--- config.mk ---
export PLATFORM = sky130hd
export DESIGN_NAME = imem_boot_loader
export DESIGN_NICKNAME = d
export VERILOG_FILES = /design/src/rtl/imem_boot_pkg.sv /design/src/rtl/imem_boot_loader.sv
export SDC_FILE = /design/constraint.sdc
export NUM_CORES = 1
export LEC_CHECK = 0
export ABC_AREA = 1
export BUFFER_PORTS_ARGS = -buffer_cell sky130_fd_sc_hd__buf_2
export CAP_MARGIN = 20
export CORE_MARGIN = 2
export CORE_UTILIZATION = 25
export DETAILED_ROUTE_END_ITERATION = 8
export PLACE_DENSITY = 0.52
export SYNTH_ARGS = -nofsm -noshare
export SYNTH_HDL_FRONTEND = slang
export SYNTH_SLANG_ARGS = --single-unit
--- constraint.sdc ---
create_clock -name clk -period 3.8 [get_ports clk]
set_clock_uncertainty 0.15 [all_clocks]
set_input_delay 0.19 -clock clk [delete_from_list [all_inputs] [get_ports clk]]
set_output_delay 0.19 -clock clk [all_outputs]
set_load 0.02 [all_outputs]
--- src/rtl/imem_boot_pkg.sv ---
// Shared definitions for the instruction-memory boot loader: FSM encodings,
// header field position and the running checksum step.
package imem_boot_pkg;

    localparam int STATE_W = 3;

    localparam logic [STATE_W-1:0] ST_IDLE   = 3'd0;
    localparam logic [STATE_W-1:0] ST_HEADER = 3'd1;
    localparam logic [STATE_W-1:0] ST_LOAD   = 3'd2;
    localparam logic [STATE_W-1:0] ST_CHECK  = 3'd3;
    localparam logic [STATE_W-1:0] ST_DONE   = 3'd4;
    localparam logic [STATE_W-1:0] ST_ERROR  = 3'd5;

    // Payload word count occupies s_data[COUNT_LSB +: ADDR_W+1] of the header word.
    localparam int COUNT_LSB = 0;

    // Widest stream word the checksum helper supports; narrower words are zero-extended.
    localparam int CSUM_MAX_W = 64;

    function automatic logic [CSUM_MAX_W-1:0] checksum_step(
        input logic [CSUM_MAX_W-1:0] acc,
        input logic [CSUM_MAX_W-1:0] word
    );
        return acc ^ word;
    endfunction

endpackage

--- src/rtl/imem_boot_loader.sv ---
// Loads a framed image (header count, payload, XOR checksum) into instruction
// memory and keeps the core in reset until the image is verified.
module imem_boot_loader
    import imem_boot_pkg::*;
#(
    parameter int DATA_W = 32,
    parameter int ADDR_W = 5,
    parameter int DEPTH  = 2**ADDR_W
) (
    input  logic              clk,
    input  logic              rst_n,
    input  logic              start,
    input  logic [ADDR_W-1:0] base_addr,
    input  logic              s_valid,
    input  logic [DATA_W-1:0] s_data,
    output logic              s_ready,
    output logic              load_mem_en,
    output logic [ADDR_W-1:0] load_mem_addr,
    output logic [DATA_W-1:0] load_mem_data,
    output logic              cpu_rst_n,
    output logic              done,
    output logic              error,
    output logic [ADDR_W:0]   words_loaded
);

    localparam logic [ADDR_W:0]   DEPTH_CNT = (ADDR_W+1)'(DEPTH);
    localparam logic [ADDR_W-1:0] LAST_ADDR = ADDR_W'(DEPTH-1);

    logic [STATE_W-1:0]    state;
    logic [STATE_W-1:0]    state_next;
    logic [ADDR_W-1:0]     addr;
    logic [ADDR_W-1:0]     addr_inc;
    logic [ADDR_W:0]       count;
    logic [ADDR_W:0]       loaded;
    logic [ADDR_W:0]       loaded_inc;
    logic [ADDR_W:0]       hdr_count;
    logic [CSUM_MAX_W-1:0] csum;
    logic [CSUM_MAX_W-1:0] data_ext;

    logic start_ok;
    logic handshake;
    logic hdr_bad;
    logic last_word;
    logic csum_ok;

    assign s_ready = (state == ST_HEADER) || (state == ST_LOAD) || (state == ST_CHECK);

    assign handshake = s_valid && s_ready;
    assign start_ok  = start && ((state == ST_IDLE) || (state == ST_DONE) || (state == ST_ERROR));

    assign hdr_count = s_data[COUNT_LSB +: ADDR_W+1];
    assign hdr_bad   = (hdr_count == '0) || (hdr_count > DEPTH_CNT);

    assign loaded_inc = loaded + 1'b1;
    assign last_word  = (loaded_inc == count);
    assign addr_inc   = (addr == LAST_ADDR) ? '0 : addr + 1'b1;

    always_comb begin
        data_ext = '0;
        data_ext[DATA_W-1:0] = s_data;
    end

    assign csum_ok = (data_ext == csum);

    always_comb begin
        state_next = state;
        case (state)
            ST_IDLE, ST_DONE, ST_ERROR: begin
                if (start_ok) begin
                    state_next = ST_HEADER;
                end
            end
            ST_HEADER: begin
                if (handshake) begin
                    state_next = hdr_bad ? ST_ERROR : ST_LOAD;
                end
            end
            ST_LOAD: begin
                if (handshake && last_word) begin
                    state_next = ST_CHECK;
                end
            end
            ST_CHECK: begin
                if (handshake) begin
                    state_next = csum_ok ? ST_DONE : ST_ERROR;
                end
            end
            default: begin
                state_next = ST_IDLE;
            end
        endcase
    end

    // Status outputs are registered from the next state so they change together with it.
    always_ff @(posedge clk or negedge rst_n) begin
        if (!rst_n) begin
            state     <= ST_IDLE;
            done      <= 1'b0;
            error     <= 1'b0;
            cpu_rst_n <= 1'b0;
        end else begin
            state     <= state_next;
            done      <= (state_next == ST_DONE);
            error     <= (state_next == ST_ERROR);
            cpu_rst_n <= (state_next == ST_DONE);
        end
    end

    always_ff @(posedge clk or negedge rst_n) begin
        if (!rst_n) begin
            addr   <= '0;
            count  <= '0;
            loaded <= '0;
            csum   <= '0;
        end else if (start_ok) begin
            addr   <= base_addr;
            count  <= '0;
            loaded <= '0;
            csum   <= '0;
        end else if (handshake && (state == ST_HEADER)) begin
            count <= hdr_count;
        end else if (handshake && (state == ST_LOAD)) begin
            addr   <= addr_inc;
            loaded <= loaded_inc;
            csum   <= checksum_step(csum, data_ext);
        end
    end

    // One write pulse per accepted payload word; address/data hold between writes.
    always_ff @(posedge clk or negedge rst_n) begin
        if (!rst_n) begin
            load_mem_en   <= 1'b0;
            load_mem_addr <= '0;
            load_mem_data <= '0;
        end else begin
            load_mem_en <= handshake && (state == ST_LOAD);
            if (handshake && (state == ST_LOAD)) begin
                load_mem_addr <= addr;
                load_mem_data <= s_data;
            end
        end
    end

    assign words_loaded = loaded;

endmodule

==> flow_metrics.env, run 1 <==
export IMPL_grt_max_degree=78
export IMPL_internal_power_mw=2.34
export IMPL_ys_warn_count=0
export IMPL_grtUsageTotal_pct=12.6
export IMPL_synth_ff_type="dfrtp_1"
export IMPL_stdcell_area_um2=5540
export IMPL_grt_pass1_wl_mm=17.9
export IMPL_place_area_um2=4920
export IMPL_fin_setup_tns_ps=0
export IMPL_cts_resized=0
export IMPL_ys_seq_area_share_pct=53.9
export IMPL_switching_share_pct=40.6
export IMPL_postSynth_asyncResetShare_pct=100
export IMPL_reg2reg_slack_ps=1250
export IMPL_clock_path_buffers=2
export IMPL_cts_setup_buffers=0
export IMPL_arrival_ps=2690
export IMPL_h_tree_depth=3
export IMPL_vdd_drop_max_uv=436
export IMPL_status="completed"
export IMPL_criticalPathCategory="reg -> reg"
export IMPL_crit_required_ps=3940
export IMPL_synth_edf_count=0
export IMPL_fp_row_count=47
export IMPL_grt_ovfl_total=0
export IMPL_core_um2=16600
export IMPL_wl_per_cell_um=12.7
export IMPL_seqCellArea_um2=2300
export IMPL_p_per_area_nw_per_um2=711
export IMPL_cp_max_fo=38
export IMPL_final_common_cell="nand2_1"
export IMPL_pin_count=89
export IMPL_start_util_pct=25.7
export IMPL_combPwrFrac_pct=36.9
export IMPL_yosysUniqueCellTypes=27
export IMPL_nets=677
export IMPL_syn_mean_instance_area_um2=8.25
export IMPL_numCtsBuffers=9
export IMPL_netlist_area_um2=4270
export IMPL_setup_violations_final=0
export IMPL_grt_antenna_before_repair=0
export IMPL_cts_root_buf="clkbuf_16"
export IMPL_die_w_um=135
export IMPL_finalCritPeriodShare_pct=67.1
export IMPL_viasPerCell=4.29
export IMPL_dr_total_vias=3678
export IMPL_io_buffers=88
export IMPL_antenna_cells=0
export IMPL_fmax_ghz=0.392
export IMPL_cp_start_kind="flip-flop"
export IMPL_drtIter0Drc=178
export IMPL_antenna_left=0
export IMPL_finalCriticalPeriod_ps=2550
export IMPL_fillerInstances=1705
export IMPL_max_cap_viol_count=0
export IMPL_hpwl_mm=7.72
export IMPL_p_clk_share_pct=22.7
export IMPL_synth_seq_cells=92
export IMPL_fp_dieH_um=135
export IMPL_dr_pass1_iters=5
export IMPL_syn_instance_count=518
export IMPL_insertion_delay_ps=350
export IMPL_area_delta_synth_final_pct=29.5
export IMPL_final_cell_mix="nand2_1 (184), dfrtp_1 (92), buf_2 (87)"
export IMPL_syn_nets=562
export IMPL_pwr_share_seq_pct=40.4
export IMPL_drc=0
export IMPL_hp_class="in -> reg"
export IMPL_die_area_um2=18200
export IMPL_cts_hold_buffers=30
export IMPL_drive_gt1_share_pct=17.9
export IMPL_slew_headroom_pct=59.3
export IMPL_tightestPinTransition_ps=610
export IMPL_rsz0062_at_grt="false"
export IMPL_p_leak_nw=2.90
export IMPL_multi_input_area_um2=1620
export IMPL_hold_viol=0
export IMPL_grt_pass1_vias=3664
export IMPL_power_switching_mw=1.60
export IMPL_gp_congestion=0.763
export IMPL_cp_end_kind="flip-flop"
export IMPL_clk_pin_slew_ps=80
export IMPL_cts_tree="built"
export IMPL_clkSinkCount=92
export IMPL_drv_slew=0
export IMPL_wirelength_mm=10.9
-- worst max-delay path: stages, from the launching register on --
cell and delay (ps):
dfrtp_1 440, nand2_2 140, nor3_4 40, buf_4 220
inv_2 490, nand2_4 410, inv_2 320, o22ai_1 120
a21oi_1 140
-- synth_stat cells (all sizes together), types with 2 or more instances --
cell / instances / area (um2)
dfrtp: 92 / 2300
clkbuf: 9 / 33.8
nand3: 20 / 100
ha: 3 / 37.5
nand2: 186 / 708
inv: 68 / 255
nand4: 5 / 31.3
o21ai: 34 / 170
a21oi: 5 / 25.0
a22o: 9 / 78.8
o31ai: 2 / 15.0
o22ai: 30 / 188
xor2: 11 / 96.3
xnor2: 2 / 17.5
a31oi: 2 / 12.5
buf: 9 / 60.1
nor2: 27 / 101
-- power by group through the flow --
stage / sequential, mW / clock [mW] / combinational (mW)
6_report: 1.59 / 0.893 / 1.45
3_5_place_dp: 1.61 / 0 / 1.44
3_3_place_gp: 1.60 / 0 / 1.41
4_1_cts: 1.59 / 0.928 / 1.47
5_1_grt: 1.65 / 0.975 / 1.63
2_1_floorplan: 1.81 / 0 / 0.783
-- state kept, by name, summed over array words and instances, names as in the netlist --
signal / cells
csum: 32
load_mem_data: 32
count: 6
words_loaded: 6
addr: 5
load_mem_addr: 5
state: 3
done: 1
error: 1
load_mem_en: 1
-- per-stage QoR --
stage / hold slack (ps) / total power, mW / util, % / std cells / setup WS, ps
global route: 29.2 / 4.26 / 33.3 / 858 / 986
detailed placement: 270 / 3.05 / 29.6 / 811 / 1240
finish: 17.8 / 3.94 / 33.3 / 858 / 1250
floorplan: -256 / 2.59 / - / 518 / 2140
CTS: 16.0 / 3.99 / 33.1 / 857 / 1230
global placement: 266 / 3.01 / 29.6 / 811 / 1300
-- final cells by class --
type,count,share of cell area (%)
repair buffers,122,14.2
multi-input cells,340,29.3
well taps,220,4.97
clock inverters,7,1.27
inverters,68,4.61
clock buffers,9,4.07
flip-flops and latches,92,41.6
-- per-layer routing --
| metal | GRT usage, % | part of all wire (%) | vias up | wire, um |
|---|---|---|---|---|
| met4 | 4.27 | 1.8 | 0 | 201 |
| met5 | 0 | 0 | - | 0 |
| met3 | 4.13 | 6.3 | 16 | 682 |
| met2 | 19.8 | 46 | 88 | 5020 |
| met1 | 16.4 | 46 | 1688 | 4990 |
| li1 | - | - | 1886 | - |
-- worst paths after layout --
kind | startpoint | cells past startpoint | end
setup / recovery | state[1]$_DFF_PN0_ | 8 | addr[2]$_DFFE_PN0P_
max in group asynchronous | rst_n | 4 | state[1]$_DFF_PN0_
hold reg to reg | load_mem_data[21]$_DFFE_PN0P_ | 2 | load_mem_data[21]$_DFFE_PN0P_
setup reg to reg | state[1]$_DFF_PN0_ | 8 | addr[2]$_DFFE_PN0P_
min in group asynchronous | rst_n | 2 | csum[20]$_DFFE_PN0P_
hold / removal | s_data[6] | 3 | load_mem_data[6]$_DFFE_PN0P_
-- kinds of logic (layout without fill, tap and decap cells) --
family | count (synthesis) | in the layout | synth area share (%)
AO/OA/AOI/OAI | 84 | 84 | 11.8
XOR/XNOR | 13 | 13 | 2.66
adder cells (fa/ha/maj) | 3 | 3 | 0.879
buffers and inverters | 86 | 206 | 8.17
flip-flops | 92 | 92 | 53.9
AND/OR/NAND/NOR | 240 | 240 | 22.6
Power figures use the tool's default switching activity.
==> run 2, diff against run 1 <==
- PLACE_DENSITY: 0.52 -> 0.53
- clock period: 3.8 -> 2.2 ns (I/O delays scaled with it)
==> flow_metrics.env, run 2 (synthesized netlist as in run 1, its figures left out) <==
export IMPL_utilization_pct=34.1
export IMPL_crit_chain="nand2_1, nand3_1, buf_4, inv_1, nand2_1, o21ai_0, nand2_1, o21ai_0"
export IMPL_hp_class="in -> reg"
export IMPL_numCtsBuffers=9
export IMPL_finalCriticalPeriod_ps=1810
export IMPL_vdd_drop_max_uv=434
export IMPL_grt_max_degree=40
export IMPL_rsz0062_at_grt="false"
export IMPL_arrival_ps=1920
export IMPL_status="completed"
export IMPL_final_common_cell="nand2_1"
export IMPL_fp_dieH_um=135
export IMPL_hold_viol=0
export IMPL_fin_setup_tns_ps=0
export IMPL_start_util_pct=25.7
export IMPL_hpwl_mm=7.70
export IMPL_drive_gt1_share_pct=18.1
export IMPL_cp_end_kind="flip-flop"
export IMPL_reg_top3="csum: 32 flops, load_mem_data: 32 flops"
export IMPL_core_um2=16600
export IMPL_dpl_cell_count=817
export IMPL_cts_setup_buffers=0
export IMPL_setup_violations_final=0
export IMPL_drtIter0Drc=224
export IMPL_slew_headroom_pct=70.1
export IMPL_grt_antenna_before_repair=0
export IMPL_clkSinkCount=92
export IMPL_grt_pass1_vias=3551
export IMPL_gp_congestion=0.852
export IMPL_viasPerCell=4.23
export IMPL_tightestPinTransition_ps=448
export IMPL_io_buffers=88
export IMPL_area_delta_synth_final_pct=32.8
export IMPL_nets=690
export IMPL_pre_cts_slack_ps=421
export IMPL_drc=0
export IMPL_cp_start_kind="flip-flop"
export IMPL_cts_hold_buffers=38
export IMPL_cts_tree="built"
export IMPL_die_area_um2=18200
export IMPL_final_cell_mix="nand2_1 (184), dfrtp_1 (92), buf_2 (87)"
export IMPL_wl_per_cell_um=12.7
export IMPL_slowest_stage="dfrtp_1"
export IMPL_setup_slack_ps=392
export IMPL_drv_slew=0
export IMPL_clk_pin_slew_ps=60
export IMPL_finalCritPeriodShare_pct=82.2
export IMPL_cts_root_buf="clkbuf_16"
export IMPL_cpMostUsedCell="nand2_1"
export IMPL_fp_row_count=47
export IMPL_cts_resized=0
export IMPL_die_w_um=135
export IMPL_grt_ovfl_total=0
export IMPL_antenna_left=0
export IMPL_dr_total_vias=3688
export IMPL_slowest_delay_ps=420
export IMPL_max_cap_viol_count=0
export IMPL_grt_pass1_wl_mm=18.1
export IMPL_wirelength_mm=11.0
export IMPL_crit_required_ps=2310
export IMPL_grtUsageTotal_pct=12.8
export IMPL_h_tree_depth=3
export IMPL_criticalPathCategory="reg -> reg"
export IMPL_clock_path_buffers=2
export IMPL_p_per_area_nw_per_um2=1230
export IMPL_pin_count=89
export IMPL_p_total_mw=6.99
export IMPL_antenna_cells=0
export IMPL_dr_pass1_iters=4
export IMPL_insertion_delay_ps=340
export IMPL_fmax_ghz=0.553
export IMPL_p_leak_nw=2.96
export IMPL_layout_cells_non_filler=871
export IMPL_cp_max_fo=7
## run 2: cell count changes in the layout (fill, tap and decap cells not counted), sizes merged
| cell | before | now |
|---|---|---|
| clkbuf | 9 | 10 |
| buf | 92 | 97 |
| bufinv | 0 | 2 |
| clkinv | 1 | 2 |
| dlygate4sd3 | 30 | 38 |
| clkinvlp | 1 | 2 |
| inv | 73 | 68 |
## run 2: layout make-up
| cell class | count | area, um2 |
|---|---|---|
| Sequential cell | 92 | 2300 |
| Timing Repair Buffer | 135 | 903 |
| Inverter | 68 | 255 |
| Fill cell | 1751 | 11000 |
| Tap cell | 220 | 275 |
| Clock inverter | 6 | 88.8 |
| Multi-Input combinational cell | 340 | 1620 |
| Clock buffer | 10 | 229 |
## run 2: power by group
part           switching, mW  internal [mW]
logic                   1.64          0.937
clock network          0.670          0.996
registers              0.402           2.34
## run 2: final timing paths
| check | startpoint | to | slack (ps) | cells past startpoint |
|---|---|---|---|---|
| worst min register to register | load_mem_data[25]$_DFFE_PN0P_ | load_mem_data[25]$_DFFE_PN0P_ | 310 | 2 |
| worst max register to register | state[0]$_DFF_PN0_ | addr[0]$_DFFE_PN0P_ | 390 | 8 |
| max in group asynchronous | rst_n | csum[11]$_DFFE_PN0P_ | 1090 | 3 |
| min in group asynchronous | rst_n | load_mem_data[17]$_DFFE_PN0P_ | 130 | 2 |
| worst min-delay path | s_valid | state[1]$_DFF_PN0_ | 60 | 4 |
| worst max-delay path | state[0]$_DFF_PN0_ | addr[0]$_DFFE_PN0P_ | 390 | 8 |
## run 2: metal layers
| layer | track usage, % | share of wire, % | vias to the layer above |
|---|---|---|---|
| li1 | - | - | 1915 |
| met1 | 17.6 | 49 | 1678 |
| met2 | 19.7 | 45 | 84 |
| met3 | 2.93 | 5.2 | 11 |
| met4 | 4.68 | 1.2 | 0 |
| met5 | 0 | 0 | - |
## run 2: critical path: cells and delay by family (launching register included)
| kind | cells | cell delay [ps] |
|---|---|---|
| simple gates | 4 | 620 |
| flops | 1 | 420 |
| buf+inv | 2 | 400 |
| compound gates | 2 | 140 |
## run 2: per-stage QoR
stage,instance area (um2),hold slack [ps]
global placement,4980,-51.2
detailed placement,4980,-53.9
CTS,5680,28.1
global route,5680,56.5
finish,5680,55.1
floorplan,4270,-336
